`config.mk`:
```
export PLATFORM = sky130hd
export DESIGN_NAME = ras_ckpt
export DESIGN_NICKNAME = d
export VERILOG_FILES = /design/src/rtl/ras_ckpt.sv
export SDC_FILE = /design/constraint.sdc
export NUM_CORES = 1
export LEC_CHECK = 0
export BUFFER_PORTS_ARGS = -buffer_cell sky130_fd_sc_hd__buf_2
export CORE_ASPECT_RATIO = 1.75
export CORE_MARGIN = 2
export CORE_UTILIZATION = 40
export CTS_CLUSTER_DIAMETER = 200
export DETAILED_ROUTE_END_ITERATION = 12
export SLEW_MARGIN = 20
export SYNTH_ARGS = -nofsm -noshare
export SYNTH_HDL_FRONTEND = slang
export SYNTH_SLANG_ARGS = --single-unit
```
`constraint.sdc`:
```
create_clock -name clk_i -period 5.06 [get_ports clk_i]
set_input_delay 0.253 -clock clk_i [delete_from_list [all_inputs] [get_ports clk_i]]
set_output_delay 0.253 -clock clk_i [all_outputs]
set_load 0.01 [all_outputs]
```
`src/rtl/ras_ckpt.sv`:
```
// ras_ckpt: circular return-address stack with an in-order checkpoint FIFO.
// Calls push, returns pop. Each predicted branch snapshots {tos, count} into
// the FIFO. In-order resolution either retires the oldest snapshot or rolls
// the stack back to it. A push onto a full stack overwrites the oldest entry.
//
// Optional feature: define RAS_CKPT_TOS_REPAIR_EN to also snapshot the top
// value and write it back into mem[restored tos] on a rollback. This repairs
// a top entry clobbered by a speculative pop-then-push.
module ras_ckpt #(
    parameter int WIDTH     = 32,
    parameter int DEPTH     = 16,
    parameter int ADDR      = $clog2(DEPTH),
    parameter int NCKPT     = 4,
    parameter int CKPT_ADDR = $clog2(NCKPT)
) (
    input  logic                 clk_i,
    input  logic                 rst_i,
    input  logic                 push_i,
    input  logic                 pop_i,
    input  logic [WIDTH-1:0]     din_i,
    output logic [WIDTH-1:0]     dout_o,
    output logic                 empty_o,
    output logic                 full_o,
    input  logic                 branch_i,
    input  logic                 close_valid_i,
    input  logic                 close_invalid_i,
    output logic [CKPT_ADDR:0]   ckpt_count_o,
    output logic                 ckpt_full_o,
    output logic                 ckpt_drop_o
);

    localparam logic [ADDR:0]      DEPTH_C = (ADDR+1)'(DEPTH);
    localparam logic [CKPT_ADDR:0] NCKPT_C = (CKPT_ADDR+1)'(NCKPT);

    // stack storage and pointers
    logic [WIDTH-1:0]     mem_q [DEPTH];
    logic [ADDR-1:0]      tos_q, tos_d;
    logic [ADDR:0]        cnt_q, cnt_d;

    // checkpoint FIFO payload and pointers
    logic [ADDR-1:0]      ck_tos_q [NCKPT];
    logic [ADDR:0]        ck_cnt_q [NCKPT];
`ifdef RAS_CKPT_TOS_REPAIR_EN
    logic [WIDTH-1:0]     ck_top_q [NCKPT];
`endif
    logic [CKPT_ADDR-1:0] head_q, head_d, tail_q, tail_d;
    logic [CKPT_ADDR:0]   ccnt_q, ccnt_d;

    logic                 stack_empty, ck_empty, ck_full;
    logic                 restore, deq, enq, do_pop;
    logic                 mem_we;
    logic [ADDR-1:0]      mem_waddr;
    logic [WIDTH-1:0]     mem_wdata;

    // request decode; a rollback swallows every other same-cycle request
    always_comb begin
        stack_empty = (cnt_q == '0);
        ck_empty    = (ccnt_q == '0);
        ck_full     = (ccnt_q == NCKPT_C);
        restore     = close_invalid_i && !ck_empty;
        deq         = !restore && close_valid_i && !ck_empty;
        enq         = !restore && branch_i && (!ck_full || deq);
        do_pop      = pop_i && !stack_empty;
    end

    // stack next state and the single memory write port
    always_comb begin
        tos_d     = tos_q;
        cnt_d     = cnt_q;
        mem_we    = 1'b0;
        mem_waddr = tos_q;
        mem_wdata = din_i;
        if (restore) begin
            tos_d = ck_tos_q[head_q];
            cnt_d = ck_cnt_q[head_q];
`ifdef RAS_CKPT_TOS_REPAIR_EN
            mem_we    = 1'b1;
            mem_waddr = ck_tos_q[head_q];
            mem_wdata = ck_top_q[head_q];
`endif
        end else if (push_i && do_pop) begin
            // return immediately followed by a call: replace the top in place
            mem_we = 1'b1;
        end else if (push_i) begin
            tos_d     = tos_q + 1'b1;
            mem_we    = 1'b1;
            mem_waddr = tos_q + 1'b1;
            // when full the oldest entry is overwritten, count saturates
            if (cnt_q != DEPTH_C) begin
                cnt_d = cnt_q + 1'b1;
            end
        end else if (do_pop) begin
            tos_d = tos_q - 1'b1;
            cnt_d = cnt_q - 1'b1;
        end
    end

    // checkpoint FIFO pointer next state
    always_comb begin
        head_d = head_q;
        tail_d = tail_q;
        ccnt_d = ccnt_q;
        if (restore) begin
            head_d = '0;
            tail_d = '0;
            ccnt_d = '0;
        end else begin
            if (deq) begin
                head_d = head_q + 1'b1;
            end
            if (enq) begin
                tail_d = tail_q + 1'b1;
            end
            case ({enq, deq})
                2'b10:   ccnt_d = ccnt_q + 1'b1;
                2'b01:   ccnt_d = ccnt_q - 1'b1;
                default: ccnt_d = ccnt_q;
            endcase
        end
    end

    // pointer and count registers
    always_ff @(posedge clk_i or posedge rst_i) begin
        if (rst_i) begin
            tos_q  <= ADDR'(DEPTH - 1);
            cnt_q  <= '0;
            head_q <= '0;
            tail_q <= '0;
            ccnt_q <= '0;
        end else begin
            tos_q  <= tos_d;
            cnt_q  <= cnt_d;
            head_q <= head_d;
            tail_q <= tail_d;
            ccnt_q <= ccnt_d;
        end
    end

    // stack memory, deliberately not reset
    always_ff @(posedge clk_i) begin
        if (mem_we) begin
            mem_q[mem_waddr] <= mem_wdata;
        end
    end

    // checkpoint payload captures the state seen before this cycle's push/pop
    always_ff @(posedge clk_i) begin
        if (enq) begin
            ck_tos_q[tail_q] <= tos_q;
            ck_cnt_q[tail_q] <= cnt_q;
`ifdef RAS_CKPT_TOS_REPAIR_EN
            ck_top_q[tail_q] <= dout_o;
`endif
        end
    end

    // outputs
    always_comb begin
        dout_o       = stack_empty ? '0 : mem_q[tos_q];
        empty_o      = stack_empty;
        full_o       = (cnt_q == DEPTH_C);
        ckpt_count_o = ccnt_q;
        ckpt_full_o  = ck_full;
        ckpt_drop_o  = branch_i && !restore && !enq;
    end

endmodule

```
==> run_results.csv, run 1 <==
group,metric,value,unit
worst_setup_path,cp_cell_sequence,"buf_4 -> mux4_2 -> mux4_2 -> nor2b_1 -> buf_2",
worst_setup_path,startpoint,"tos_q[0]$_DFFE_PP1P_",
clock_network,cts.sinks,564,
logic_synthesis,netlist_instances,994,
final_layout,fin_util,45.9,%
logic_synthesis,synthesis.nets,1046,
pwr,sw_frac_of_total,29.8,%
route,viasPerCell,5.54,
die,io_pins,78,
route,drt_iter0_drc,821,
worst_setup_path,crit_fanout,45,
timing,worst_pin_slew,1.04,ns
route,drt-total-wl,48100,µm
timing,period_share,81.1,%
grt,grt_pass1_vias,11013,
logic_synthesis,ys_types,52,
clock_network,post_cts_buffers,0,
final_layout,final_nets,1157,
timing,layout_setup_ws,0.955,ns
route,wl_met2,25500,µm
timing,period_needed,4.11,ns
grt,grt_pass1_wl,72300,µm
route,wl_met3,2130,µm
worst_hold_path,worstHoldStart,"branch_i",
timing,setup_violations,0,
grt,grt_overflow,0,
timing,rsz0062_at_grt,"false",
worst_setup_path,crit_path_frequent_cell,"mux4_2",
route,drc,0,
clock_network,path_clk_slew,0.07,ns
worst_setup_path,critical_path_class,"register to output port",
pwr,power_density,557,nW/µm²
worst_hold_path,hold_class,"input port to register",
pwr,total_power,0.0141,W
grt,grt_use_total,17.1,%
place,io_buffers,77,
final_layout,fin_cells,1841,
pwr,intPower,0.00990,W
route,routedWlPerCell,26.1,µm
run,max-cap-violations,0,
timing,drv_slew,0,
worst_setup_path,rr_startpoint,"tos_q[0]$_DFFE_PP1P_",
pwr,p_leak,8.06,nW
timing,max_freq,244,MHz
final_layout,syn_to_final_growth,13.6,%
grt,grt_max_degree,64,
grt,antenna_found_initial,4,
logic_synthesis,synth_ff_type,"edfxtp_1",
timing,tns,0,ns
clock_network,cts_buffer_depth,3,
logic_synthesis,synth_seq_cells,564,
clock_network,clk-insertion-delay-late,0.58,ns
worst_setup_path,critical_path_buf_inv_count,2,
timing,hold_viol,0,
pwr,peakVddDrop,0.297,mV
logic_synthesis,synth_area,22300,µm²
final_layout,drive_gt1_share,33.1,%
die,die_area,57600,µm²
pwr,pwr-share-clk,26.5,%
pwr,p_switching,0.00420,W
status,status,"finished clean",
worst_setup_path,critPathLaunchType,"register",
clock_network,htreeDepth,2,
worst_setup_path,endpoint_kind,"output port",
route,ant_nets,0,
clock_network,cts_tree,"built",
die,die_h,316,µm
route,drt-met1-wl,19000,µm
die,rows,114,
pwr,seq_power_share,43.6,%
timing,clock_skew,0.0195,ns
worst_setup_path,worst_path_max_delay_cell,"dfstp_4",
clock_network,root_buffer,"clkbuf_16",
logic_synthesis,syn_avg_cell_area,22.4,µm²
clock_network,cts_buffers,49,
place,dp.cells,1748,
place,gp_congestion,0.770,
pwr,comb_power_share,29.9,%
logic_synthesis,async_flop_share,2.84,%
place,dp_hpwl,27500,µm
timing,slew_headroom,30.4,%
die,dieWidth,182,µm
logic_synthesis,ys.warnings.count,0,
worst_setup_path,cp_data_required_time,4.81,ns
die,initial_core_util,40.4,%
logic_synthesis,yosysSeqAreaShare,75.8,%
route,firstDrtPassIters,5,
worst_setup_path,critPathTopFamily,"multiplexers",
logic_synthesis,synth-edff-count,548,
die,core-area,55100,µm²
place,place_ws,1.38,ns
worst_setup_path,critPathMaxStageDelay,1.11,ns
route,top_layer,"met5",
route,vias,10207,
worst_setup_path,arrival,3.85,ns
-- through the flow --
stage	instance area, µm²	hold WS [ns]
floorplan	22300	0.164
global placement	23700	0.421
detailed placement	23700	0.413
CTS	25300	0.00864
global route	25300	0.0377
finish	25300	0.0279
-- cell type report --
type | instances | area [µm²]
inverters | 19 | 71.3
flip-flops and latches | 564 | 16900
well taps | 696 | 871
diodes | 2 | 5.00
fillers | 4623 | 29800
multi-input cells | 361 | 5190
clock buffers | 57 | 1300
repair buffers | 110 | 701
clock inverters | 32 | 288
-- power by group through the flow --
stage	Sequential, W	Clock [W]	Combinational, W
after floorplan	0.00595	0	0.00315
after global placement	0.00624	0	0.00429
after detailed placement	0.00626	0	0.00431
after CTS	0.00616	0.00383	0.00433
after global routing	0.00622	0.00399	0.00455
final	0.00614	0.00374	0.00421
-- placed cells by master, fill, tap and decap left out, types with 3 or more instances in the layout --
master,n
a31oi_1,4
nand2_1,11
buf_4,26
clkinv_1,14
buf_2,77
clkbuf_16,51
o21ai_1,9
dfrtp_1,12
mux2i_1,5
xnor2_1,10
buf_12,5
and3_1,5
inv_1,16
nor2_1,25
nor3_1,9
a311oi_1,3
nor2b_1,34
mux4_2,169
inv_6,3
clkinv_2,7
inv_2,3
nor2_4,17
bufinv_16,5
edfxtp_1,548
clkbuf_1,6
a21oi_1,12
ha_1,11
o21ai_0,3
-- worst paths after layout --
check                                              endpoint  cells past startpoint  slack (ns)
worst max register to register       mem_q[6][17]$_DFFE_PP_                      7        1.43
min in group asynchronous              cnt_q[2]$_DFFE_PP0P_                      3        0.35
worst min-delay path            ckpt_count_o[2]$_DFFE_PP0P_                      3        0.03
worst min register to register        tail_q[1]$_DFFE_PP0P_                      2        0.60
worst max-delay path                              dout_o[8]                      5        0.95
max in group asynchronous       ckpt_count_o[2]$_DFFE_PP0P_                      3        4.23
-- logic make-up after synthesis --
group                    after synthesis  share of synthesized area [%]
flip-flops                           564                           75.8
multiplexers                         175                           17.4
AND/OR/NAND/NOR                      116                           2.72
adder cells (fa/ha/maj)               15                          0.888
AO/OA/AOI/OAI                         44                           1.35
buffers and inverters                 69                           1.48
XOR/XNOR                              11                          0.433
-- per-layer routing --
layer | GRT usage (%) | vias to the layer above
met4 | 5.70 | 6
met3 | 2.35 | 88
met5 | 0 | -
met2 | 30.5 | 271
li1 | - | 4386
met1 | 21.6 | 5456
-- Yosys cell counts (3+ instances only) --
library cell    n  area share, %
o21ai_1         9           0.20
a31oi_1         4           0.11
ha_1           11           0.62
mux2i_1         5           0.22
o21ai_0         3          0.067
mux4_2        169             17
buf_6           6           0.30
nor2b_1        34           0.96
nor3_1          9           0.20
nand2_1        11           0.19
inv_1          17           0.29
dfstp_2         4           0.47
a311oi_1        3           0.12
xnor2_1        10           0.39
a21oi_1        12           0.27
and3_1          5           0.14
edfxtp_1      548             74
nor2_1         41           0.69
dfrtp_1        12            1.3
clkbuf_1       25           0.42
buf_2          18           0.40
-- registers in the layout, indices dropped and copies added, names as in the netlist --
signal	count
ck_tos_q	16
cnt_q	5
mem_q	512
tail_q	2
ckpt_count_o	3
ck_cnt_q	20
tos_q	4
head_q	2
-- tightest hold or removal path, stage by stage --
cell     delay, ns
buf_2         0.14
nand3_1       0.08
o21ai_0       0.08
-- timing repair --
item,4_1_cts,5_1_grt
hold endpoints to repair,13,0
hold buffers,2,0
gates resized for setup,0,0
No activity file was read; power rests on OpenSTA's default activity.
==> run 2, diff against run 1 <==
Clock period 5.06 ns to 4 ns, I/O delays scaled along.
==> run_results.csv, run 2 (synthesized netlist as in run 1, its figures left out) <==
group,metric,value,unit
final_layout,final_nets,1194,
die,core-area,55100,µm²
route,vias,10339,
grt,antenna_found_initial,1,
timing,tns,0,ns
timing,drv_slew,0,
timing,clock_skew,0.0121,ns
final_layout,syn_to_final_growth,16.0,%
worst_setup_path,cp_data_required_time,3.80,ns
final_layout,fin_util,46.9,%
clock_network,root_buffer,"clkbuf_16",
timing,period_share,93.6,%
route,routedWlPerCell,25.6,µm
clock_network,cts_resized,0,
clock_network,clk-insertion-delay-late,0.58,ns
grt,grt_overflow,0,
grt,grt_max_degree,131,
worst_setup_path,critPathLaunchType,"register",
final_layout,drive_gt1_share,32.6,%
route,drt-total-wl,48000,µm
clock_network,cts_buffers,50,
place,dp_hpwl,27200,µm
final_layout,fin_cells,1877,
worst_setup_path,endpoint_kind,"output port",
status,status,"finished clean",
final_layout,largest_register_ffs,512,
grt,met1_usage,21.4,%
die,die_h,316,µm
route,drc,0,
worst_setup_path,critical_path_class,"register to output port",
final_layout,largestRegisters,"mem_q: 512 flops, ck_cnt_q: 20 flops, ck_tos_q: 16 flops",
timing,hold_viol,0,
worst_setup_path,arrival,3.54,ns
timing,setup_violations,0,
final_layout,layout_commonest_cell,"edfxtp_1",
grt,grtUsageMet2,31.3,%
pwr,peakVddDrop,0.614,mV
timing,period_needed,3.74,ns
grt,grt_pass1_vias,11138,
pwr,p_leak,8.28,nW
grt,use_met3,1.96,%
grt,grt_pass1_wl,72200,µm
worst_setup_path,crit_fanout,72,
place,gp_congestion,0.757,
die,die_area,57600,µm²
die,rows,114,
final_layout,max_flop_register,"mem_q",
place,io_buffers,77,
route,ant_nets,0,
place,dp.cells,1752,
die,initial_core_util,40.4,%
clock_network,cts_tree,"built",
timing,slew_headroom,29.3,%
final_layout,mostFrequentLayoutCells,"edfxtp_1 (548), mux4_2 (169), buf_2 (77)",
timing,worst_pin_slew,1.06,ns
clock_network,cts.sinks,564,
route,viasPerCell,5.51,
clock_network,cts_buffer_depth,3,
route,drt_iter0_drc,800,
timing,max_freq,267,MHz
grt,grt_use_total,17.1,%
pwr,power_density,700,nW/µm²
grt,gr-max-usage-layer,"met2",
timing,rsz0062_at_grt,"false",
worst_hold_path,hold_class,"input port to register",
run,max-cap-violations,0,
route,firstDrtPassIters,5,
clock_network,htreeDepth,2,
clock_network,path_clk_slew,0.06,ns
final_layout,diodes,0,
die,dieWidth,182,µm
die,io_pins,78,
## run 2: layout make-up
cell class,count,area [µm²]
fill,4546,29200
sequential,564,16900
multi-input combinational,361,5190
clock buffer,64,1370
timing repair buffer,146,1160
tap,696,871
clock inverter,27,285
inverter,19,71.3
## run 2: repair_timing
action / 4_1_cts / 5_1_grt
buffers inserted: 0 / 0
endpoints found under the hold margin: 498 / 0
hold buffers: 34 / 0
endpoints found under the setup margin: 0 / 0
## run 2: final timing paths
kind	start	endpoint	slack (ns)	depth (start not counted)
setup reg to reg	cnt_q[0]$_DFFE_PP0P_	mem_q[11][31]$_DFFE_PP_	0.50	6
hold / removal	din_i[13]	mem_q[14][13]$_DFFE_PP_	0.04	1
hold reg to reg	tail_q[1]$_DFFE_PP0P_	tail_q[1]$_DFFE_PP0P_	0.61	2
min in group asynchronous	rst_i	tail_q[0]$_DFFE_PP0P_	0.28	3
setup / recovery	tos_q[0]$_DFFE_PP1P_	dout_o[23]	0.26	6
max in group asynchronous	rst_i	head_q[0]$_DFFE_PP0P_	3.27	3
## run 2: layer usage
metal / vias up / wire length, µm / share of wire, %
met4: 2 / 1120 / 2.3
met5: - / 13 / 0.027
met3: 65 / 1590 / 3.3
li1: 4452 / - / -
met2: 231 / 26200 / 54
met1: 5589 / 19200 / 40
## run 2: power breakdown
part           internal [W]  switching, W  total, W
Sequential          0.00723      0.000337   0.00757
Clock               0.00280       0.00207   0.00487
Combinational       0.00273       0.00292   0.00564
Total                0.0128       0.00532    0.0181
## run 2: worst max-delay path, stage by stage, from the launching register on
cell and delay, ns:
dfstp_4 0.65, buf_12 0.43, buf_4 0.45, mux4_2 0.56, mux4_2 0.46, nor2b_1 0.19
buf_2 0.17
## run 2: per-stage QoR
stage	total power, W	hold slack (ns)	area (µm²)	setup slack [ns]
floorplan	0.0115	0.111	22300	0.157
global placement	0.0134	0.343	23800	0.602
global route	0.0189	0.0302	25800	0.0512
CTS	0.0184	0.00212	25800	0.118
detailed placement	0.0135	0.346	23800	0.505
finish	0.0181	0.0385	25800	0.256
